===== src/rtl/rca_pipe_addsub_pkg.sv =====
// Common datapath constants for the pipelined ripple-carry adder/subtractor.
// Holds the stage-count ceiling and the elaboration-time configuration check.
package rca_pipe_addsub_pkg;

    localparam int RCA_MAX_STAGES = 64;

    function automatic bit rca_cfg_ok(input int width, input int stages);
        return (stages >= 1) && (stages <= width) && (stages <= RCA_MAX_STAGES)
            && (width % stages == 0);
    endfunction

endpackage


===== src/rtl/rca_pipe_addsub_chunk.sv =====
// Purely combinational CW-bit ripple of full adders, one per pipeline stage.
// c_msb_in exposes the carry into the top bit so the last stage can form ovf.
module rca_chunk
    import rca_pipe_addsub_pkg::*;
#(
    parameter int CW = 4
) (
    input  logic [CW-1:0] x,
    input  logic [CW-1:0] y,
    input  logic          ci,
    output logic [CW-1:0] sum,
    output logic          co,
    output logic          c_msb_in
);

    logic [CW:0] c;

    assign c[0] = ci;

    for (genvar i = 0; i < CW; i++) begin : g_fa
        assign sum[i]   = x[i] ^ y[i] ^ c[i];
        assign c[i+1]   = (x[i] & y[i]) | (c[i] & (x[i] ^ y[i]));
    end

    assign co       = c[CW];
    assign c_msb_in = c[CW-1];

endmodule


===== src/rtl/rca_pipe_addsub.sv =====
// Pipelined ripple-carry adder/subtractor with a global-stall valid/ready handshake.
// Each stage consumes the lowest remaining operand chunk and shifts its sum chunk in at the top.
module rca_pipe_addsub
    import rca_pipe_addsub_pkg::*;
#(
    parameter int WIDTH  = 16,
    parameter int STAGES = 4
) (
    input  logic             clock,
    input  logic             reset_n,
    input  logic             in_valid,
    output logic             in_ready,
    input  logic [WIDTH-1:0] a,
    input  logic [WIDTH-1:0] b,
    input  logic             cin,
    input  logic             sub,
    output logic             out_valid,
    input  logic             out_ready,
    output logic [WIDTH-1:0] s,
    output logic             c_out,
    output logic             ovf
);

    localparam int CW = WIDTH / STAGES;

    if (!rca_cfg_ok(WIDTH, STAGES)) begin : g_cfg_err
        $error("rca_pipe_addsub: WIDTH must be a multiple of STAGES, 1 <= STAGES <= WIDTH");
    end

    logic             advance;
    logic [WIDTH-1:0] y_eff;
    logic             c_eff;

    // Stage inputs (from the predecessor register) and combinational stage results
    logic             vld_in [STAGES];
    logic [WIDTH-1:0] x_in   [STAGES];
    logic [WIDTH-1:0] y_in   [STAGES];
    logic             c_in   [STAGES];
    logic [CW-1:0]    sum_c  [STAGES];
    logic             co_c   [STAGES];
    logic             cmsb_c [STAGES];
    logic [WIDTH-1:0] x_nxt  [STAGES];

    // Pipeline registers: x_p mixes finished sum chunks (top) and unconsumed A chunks (bottom)
    logic             vld_p  [STAGES];
    logic [WIDTH-1:0] x_p    [STAGES];
    logic [WIDTH-1:0] y_p    [STAGES];
    logic             c_p    [STAGES];
    logic             ovf_p;

    assign advance  = !out_valid || out_ready;
    assign in_ready = advance;
    assign y_eff    = sub ? ~b : b;
    assign c_eff    = sub | cin;

    for (genvar k = 0; k < STAGES; k++) begin : g_stage
        if (k == 0) begin : g_first
            assign vld_in[k] = in_valid;
            assign x_in[k]   = a;
            assign y_in[k]   = y_eff;
            assign c_in[k]   = c_eff;
        end else begin : g_next
            assign vld_in[k] = vld_p[k-1];
            assign x_in[k]   = x_p[k-1];
            assign y_in[k]   = y_p[k-1];
            assign c_in[k]   = c_p[k-1];
        end

        rca_chunk #(.CW(CW)) u_chunk (
            .x        (x_in[k][CW-1:0]),
            .y        (y_in[k][CW-1:0]),
            .ci       (c_in[k]),
            .sum      (sum_c[k]),
            .co       (co_c[k]),
            .c_msb_in (cmsb_c[k])
        );

        assign x_nxt[k] = (x_in[k] >> CW) | (WIDTH'(sum_c[k]) << (WIDTH - CW));
    end

    // Stage boundary registers: everything holds together when the output is stalled
    always_ff @(posedge clock or negedge reset_n) begin
        if (!reset_n) begin
            for (int k = 0; k < STAGES; k++) begin
                vld_p[k] <= 1'b0;
                x_p[k]   <= '0;
                y_p[k]   <= '0;
                c_p[k]   <= 1'b0;
            end
            ovf_p <= 1'b0;
        end else if (advance) begin
            for (int k = 0; k < STAGES; k++) begin
                vld_p[k] <= vld_in[k];
                x_p[k]   <= x_nxt[k];
                y_p[k]   <= y_in[k] >> CW;
                c_p[k]   <= co_c[k];
            end
            ovf_p <= co_c[STAGES-1] ^ cmsb_c[STAGES-1];
        end
    end

    assign out_valid = vld_p[STAGES-1];
    assign s         = x_p[STAGES-1];
    assign c_out     = c_p[STAGES-1];
    assign ovf       = ovf_p;

endmodule


===== config.mk =====
export PLATFORM = sky130hd
export DESIGN_NAME = rca_pipe_addsub
export DESIGN_NICKNAME = d
export VERILOG_FILES = /design/src/rtl/rca_pipe_addsub_pkg.sv /design/src/rtl/rca_pipe_addsub_chunk.sv /design/src/rtl/rca_pipe_addsub.sv
export SDC_FILE = /design/constraint.sdc
export NUM_CORES = 1
export LEC_CHECK = 0
export CAP_MARGIN = 40
export CORE_MARGIN = 2
export CORE_UTILIZATION = 40
export DETAILED_ROUTE_END_ITERATION = 8
export PLACE_DENSITY_LB_ADDON = 0.1
export REMOVE_ABC_BUFFERS = 1
export SLEW_MARGIN = 40
export SYNTH_ARGS = -nofsm -noshare
export SYNTH_HDL_FRONTEND = slang
export SYNTH_SLANG_ARGS = --single-unit

===== constraint.sdc =====
create_clock -name clock -period 2.7 [get_ports clock]
set_input_delay 0.54 -clock clock [delete_from_list [all_inputs] [get_ports clock]]
set_output_delay 0.54 -clock clock [all_outputs]
set_load 0.01 [all_outputs]

# == After elaboration in Yosys (flattened, before gate mapping) ==
# Cells that the tools add are included.
# totals
ff_bits,97
input_bits,38
output_inout_bits,20
elab_cells,106
# classes
muxes,1
bitwise,87
reduce_logical,2
# ops
operator,count
12-bit by 16-bit OR with 16-bit output,4
1-bit bitwise XOR,33
1-bit bitwise AND,32
1-bit OR,17
16-bit two-way mux,1
16-bit NOT,1
1-bit logical NOT,1
1-bit logical OR,1

# == Depth between registers and ports, before layout ==
# depth
ltp_word,11
ltp_mapped,10
ltp_nobuf,9

# == Modules after synthesis ==
# Synthesis repeated with hierarchy kept, for this count alone.
# hier_totals
hier_cells,274
hier_area_um2,4284.1
# by_module_without_submodules
mod,instances,cells_per_inst,area_per_inst_um2,seq_area_each_um2
rca_pipe_addsub,1,226,3843.7,2427.3
rca_chunk,4,12,110.1,0.0

# == Worst setup path before layout ==
# OpenSTA, ideal clock, no wires.
# synth_timing
path_type,input port to flip-flop
startpoint,in sub
endpoint,"reg x_p, in the netlist x_in[47]"
setup_ps,125
arrival_time_ps,2833
t_required_ps,2575
setup_slack_ps,-258
path_stages,10
n_path_buf,2
cell_sequence,buf_2 > buf_4 > or2_2 > fa_1 > fa_1 > inv_1 > fa_1 > inv_1 > fa_1 > mux2_4
# synth_between
elab_chain_len,10
elab_cells_between_ends,17
classes_between,mux: 1; bitwise: 16
# synth_rtl
element,line,source
"start, declared",rca_pipe_addsub.sv:16,"input logic sub,"
16-bit two-way mux,rca_pipe_addsub.sv:53,assign y_eff = sub ? ~b : b;
1-bit bitwise XOR,rca_pipe_addsub_chunk.sv:22,assign c[i+1] = (x[i] & y[i]) | (c[i] & (x[i] ^ y[i]));
1-bit bitwise AND,rca_pipe_addsub_chunk.sv:22,
1-bit OR,rca_pipe_addsub_chunk.sv:22,
1-bit bitwise AND,rca_pipe_addsub_chunk.sv:22,
1-bit OR,rca_pipe_addsub_chunk.sv:22,
1-bit bitwise AND,rca_pipe_addsub_chunk.sv:22,
1-bit OR,rca_pipe_addsub_chunk.sv:22,
1-bit bitwise XOR (*),rca_pipe_addsub_chunk.sv:21,assign sum[i] = x[i] ^ y[i] ^ c[i];
via g_stage[0].u_chunk.sum[3],rca_pipe_addsub_chunk.sv:11,"output logic [CW-1:0] sum,"
12-bit by 16-bit OR with 16-bit output (*),rca_pipe_addsub.sv:78,assign x_nxt[k] = (x_in[k] >> CW) | (WIDTH'(sum_c[k]) << (WIDTH - CW));
"end signal, assigned by index",rca_pipe_addsub.sv:94,x_p[k] <= x_nxt[k];
"end, declared",rca_pipe_addsub.sv:46,logic [WIDTH-1:0] x_p [STAGES];
# Mark *: on every way through the listed nets, which the timed path passes. The rest lies on a longest branch.
# A chain may end at the register's enable or synchronous reset.

# == Final worst setup path ==
# layout_timing
startpoint,in cin
endpoint,"reg x_p, in the netlist x_in[47]"
# layout_between
elab_chain_len,9
# layout_rtl
element,line,source
"start, declared",rca_pipe_addsub.sv:15,"input logic cin,"
1-bit OR,rca_pipe_addsub.sv:54,assign c_eff = sub | cin;
1-bit bitwise AND,rca_pipe_addsub_chunk.sv:22,
1-bit OR,rca_pipe_addsub_chunk.sv:22,
1-bit bitwise AND,rca_pipe_addsub_chunk.sv:22,
1-bit OR,rca_pipe_addsub_chunk.sv:22,
1-bit bitwise AND,rca_pipe_addsub_chunk.sv:22,
1-bit OR,rca_pipe_addsub_chunk.sv:22,
1-bit bitwise XOR,rca_pipe_addsub_chunk.sv:21,
via g_stage[0].u_chunk.sum[3],rca_pipe_addsub_chunk.sv:11,
12-bit by 16-bit OR with 16-bit output,rca_pipe_addsub.sv:78,
# The timed path passes the listed nets, and every way through them passes these cells.

==> impl_metrics.yaml <==
sta:
  setup_viol: 0
  post-route-min-period_ns: 2.64
  fin_worst_skew_ns: 0.00845
  max_slew_margin_pct: 72.4
  grt_setup_unrepaired: "no"
  tightest_slew_ns: 0.414
  finalCritPeriodShare_pct: 97.7
  whs_ns: 0.0937
  fin_tns_setup_ns: 0
  setup_slack_ns: 0.0629
  fmax_ghz: 0.379
  hold_viol_final: 0
  maxSlewViolCount: 0
synth:
  synth_top_cell_by_area: "dfrtp_1"
  syn_area_um2: 4240
  synth_seq_area_share_pct: 57.3
  synth-compound-area-share_pct: 1.18
  yosys-mux-area-fraction_pct: 23.7
  synth_xor_area_share_pct: 3.52
  ys_seq_elements: 97
  ys_async_sr_fraction_pct: 100
  synth_top_area_share_pct: 57.3
  ys_warn_count: 0
  synthCells: 278
  synth_flop_cell: "dfrtp_1"
  syn_avg_cell_area_um2: 15.2
  yosys.area_share.simple_pct: 2.39
  synth_fa_ha_area_share_pct: 7.56
  synth_top_family_by_area: "multiplexers"
  synth_cell_types: 17
  synthTopCellsByArea: "dfrtp_1, mux2_2, fa_1, mux2_4, xor2_1"
  synth_edf_count: 0
setup_path:
  required_ns: 2.94
  path_max_fanout: 1
  cp_top_family: "adder cells"
  slowest_stage: "fa_1"
  critical_path_arrival_ns: 2.88
  worstSetupPathType: "primary input to register"
  cpPeakStageDelay_ns: 0.43
  critPathBufInv: 3
  cp-end-kind: "register"
  crit_path_cell_trace: "clkdlybuf4s50_1 -> or2_4 -> fa_2 -> fa_2 -> inv_2 -> fa_2 -> inv_1 -> fa_1 -> mux2_4"
  cpMostUsedCell: "fa_2"
  cp-start-kind: "primary input"
power:
  peakVddDrop_mv: 0.555
  p_per_area_nw_per_um2: 1040
  leakagePower_nw: 2.23
  power.total_mw: 5.37
finish:
  final_cell_mix: "dfrtp_1, mux2_2, clkdlybuf4s50_1"
  antenna_cells: 0
  syn2layout_area_growth_pct: 21.5
  final_util_pct: 49.8
  drive_above_1_share_pct: 32.6
  final_common_cell: "dfrtp_1"
  finalNetCount: 391
floorplan:
  rows: 37
  die_w_um: 107
  die_y_um: 107
  dieArea_um2: 11400
  start_util_pct: 41.0
  core-area_um2: 10300
  io-pin-count: 58
global_routing:
  grt_antenna_before_repair: 0
  grt_pass1_vias: 2343
  grt_max_degree: 75
  grt_pass1_wl_um: 11700
  track_usage_pct: 13.3
  grt_overflow: 0
detailed_routing:
  vias_per_cell: 4.71
  top_layer_used: "met4"
  dr.pass1.iters: 4
  dr_wl_met3_um: 271
  wl_met1_um: 3200
  wl_per_cell_um: 14.2
  drt_wl_total_um: 6790
  drtAntennaViolNets: 0
  drtIter0Drc: 46
  drc_errors: 0
  via_count: 2245
  dr_wl_met2_um: 3200
clocking:
  cts_root_buf: "clkbuf_8"
  clk_pin_slew_ns: 0.09
  clock_latency_ns: 0.36
  cts_buffers: 9
  cts_setup_buffers: 0
  clockBufferDepth: 2
  clock-sinks: 97
  holdBufCountCts: 0
  cts_tree: "built"
  h-tree-depth: 3
placement:
  place_congestion: 0.696
  io_buffer_count: 57
  hpwlAfterDp_um: 4560
  post-place-ws_ns: -0.602
run:
  drv_cap: 0
worst_hold_path:
  hold_class: "primary input to async pin"
outcome:
  status: "completed"
cells by family after synthesis:
logic type	after synthesis
DFF	97
muxes	86
buffers and inverters	39
xor gates and xnor gates	17
adders and majority gates	16
and+or+nand+nor	13
AOI/OAI and AO/OA	10
cell usage after synthesis, types with 3 or more instances:
library cell / number
inv_1: 24
xnor2_1: 4
buf_6: 3
nor3b_1: 10
buf_2: 9
a21oi_1: 10
xor2_1: 13
dfrtp_1: 97
mux2_2: 74
fa_1: 16
mux2_4: 10
metrics by stage:
| step | cells | area, um^2 |
|---|---|---|
| 2_1_floorplan | 263 | 4140 |
| 6_report | 477 | 5150 |
| 3_5_place_dp | 462 | 4950 |
| 4_1_cts | 477 | 5130 |
| 5_1_grt | 477 | 5150 |
| 3_3_place_gp | 462 | 4950 |
layout make-up:
class                   count  area [um^2]
flip-flops and latches     97         2430
multi-input cells         142         1630
fillers                   920         5180
clock buffers              10          128
inverters                  24         90.1
clock inverters             5         56.3
repair buffers             63          641
well taps                 136          170
report_power, final:
group	switching (mW)	internal, mW	total, mW	leakage (nW)
sequential	0.348	2.11	2.46	1.12
combinational	0.774	1.23	2.01	1.01
clock	0.479	0.424	0.903	0.0925
worst reg2reg max path, stage by stage (launching register included):
cell	delay, ns
dfrtp_1	0.39
fa_1	0.18
inv_1	0.06
fa_1	0.41
inv_1	0.09
fa_1	0.22
inv_1	0.07
fa_1	0.46
xnor2_1	0.14
mux2_2	0.26
routing by layer:
layer / GRT usage (%) / vias up
li1: - / 1040
met1: 18.5 / 1153
met2: 20.2 / 42
met3: 3.59 / 10
met4: 5.01 / 0
met5: 0 / -
worst paths after layout:
check	depth (start not counted)	to	slack [ns]	startpoint
min in group clock	1	out_valid$_DFFE_PN0P_	0.51	vld_in[0]$_DFFE_PN0P_
worst min-delay path	1	s[1]$_DFFE_PN0P_	0.09	reset_n
worst min register to register	1	out_valid$_DFFE_PN0P_	0.51	vld_in[0]$_DFFE_PN0P_
worst max-delay path	9	x_in[47]$_DFFE_PN0P_	0.06	cin
max in group asynchronous	2	s[12]$_DFFE_PN0P_	1.89	reset_n
worst max register to register	9	ovf$_DFFE_PN0P_	0.32	c_in[0]$_DFFE_PN0P_
what timing repair did:
item | CTS | global route
resized for setup | 2 | 5
pin swaps | 0 | 1
setup endpoints to repair | 2 | 1
flip-flops by register name, summed over array words and instances (netlist names):
signal and flops:
x_in 48, out_valid 1, vld_in 3, c_in 3
ovf 1, y_in 24, c_out 1, s 16
Power figures use the tool's default switching activity.
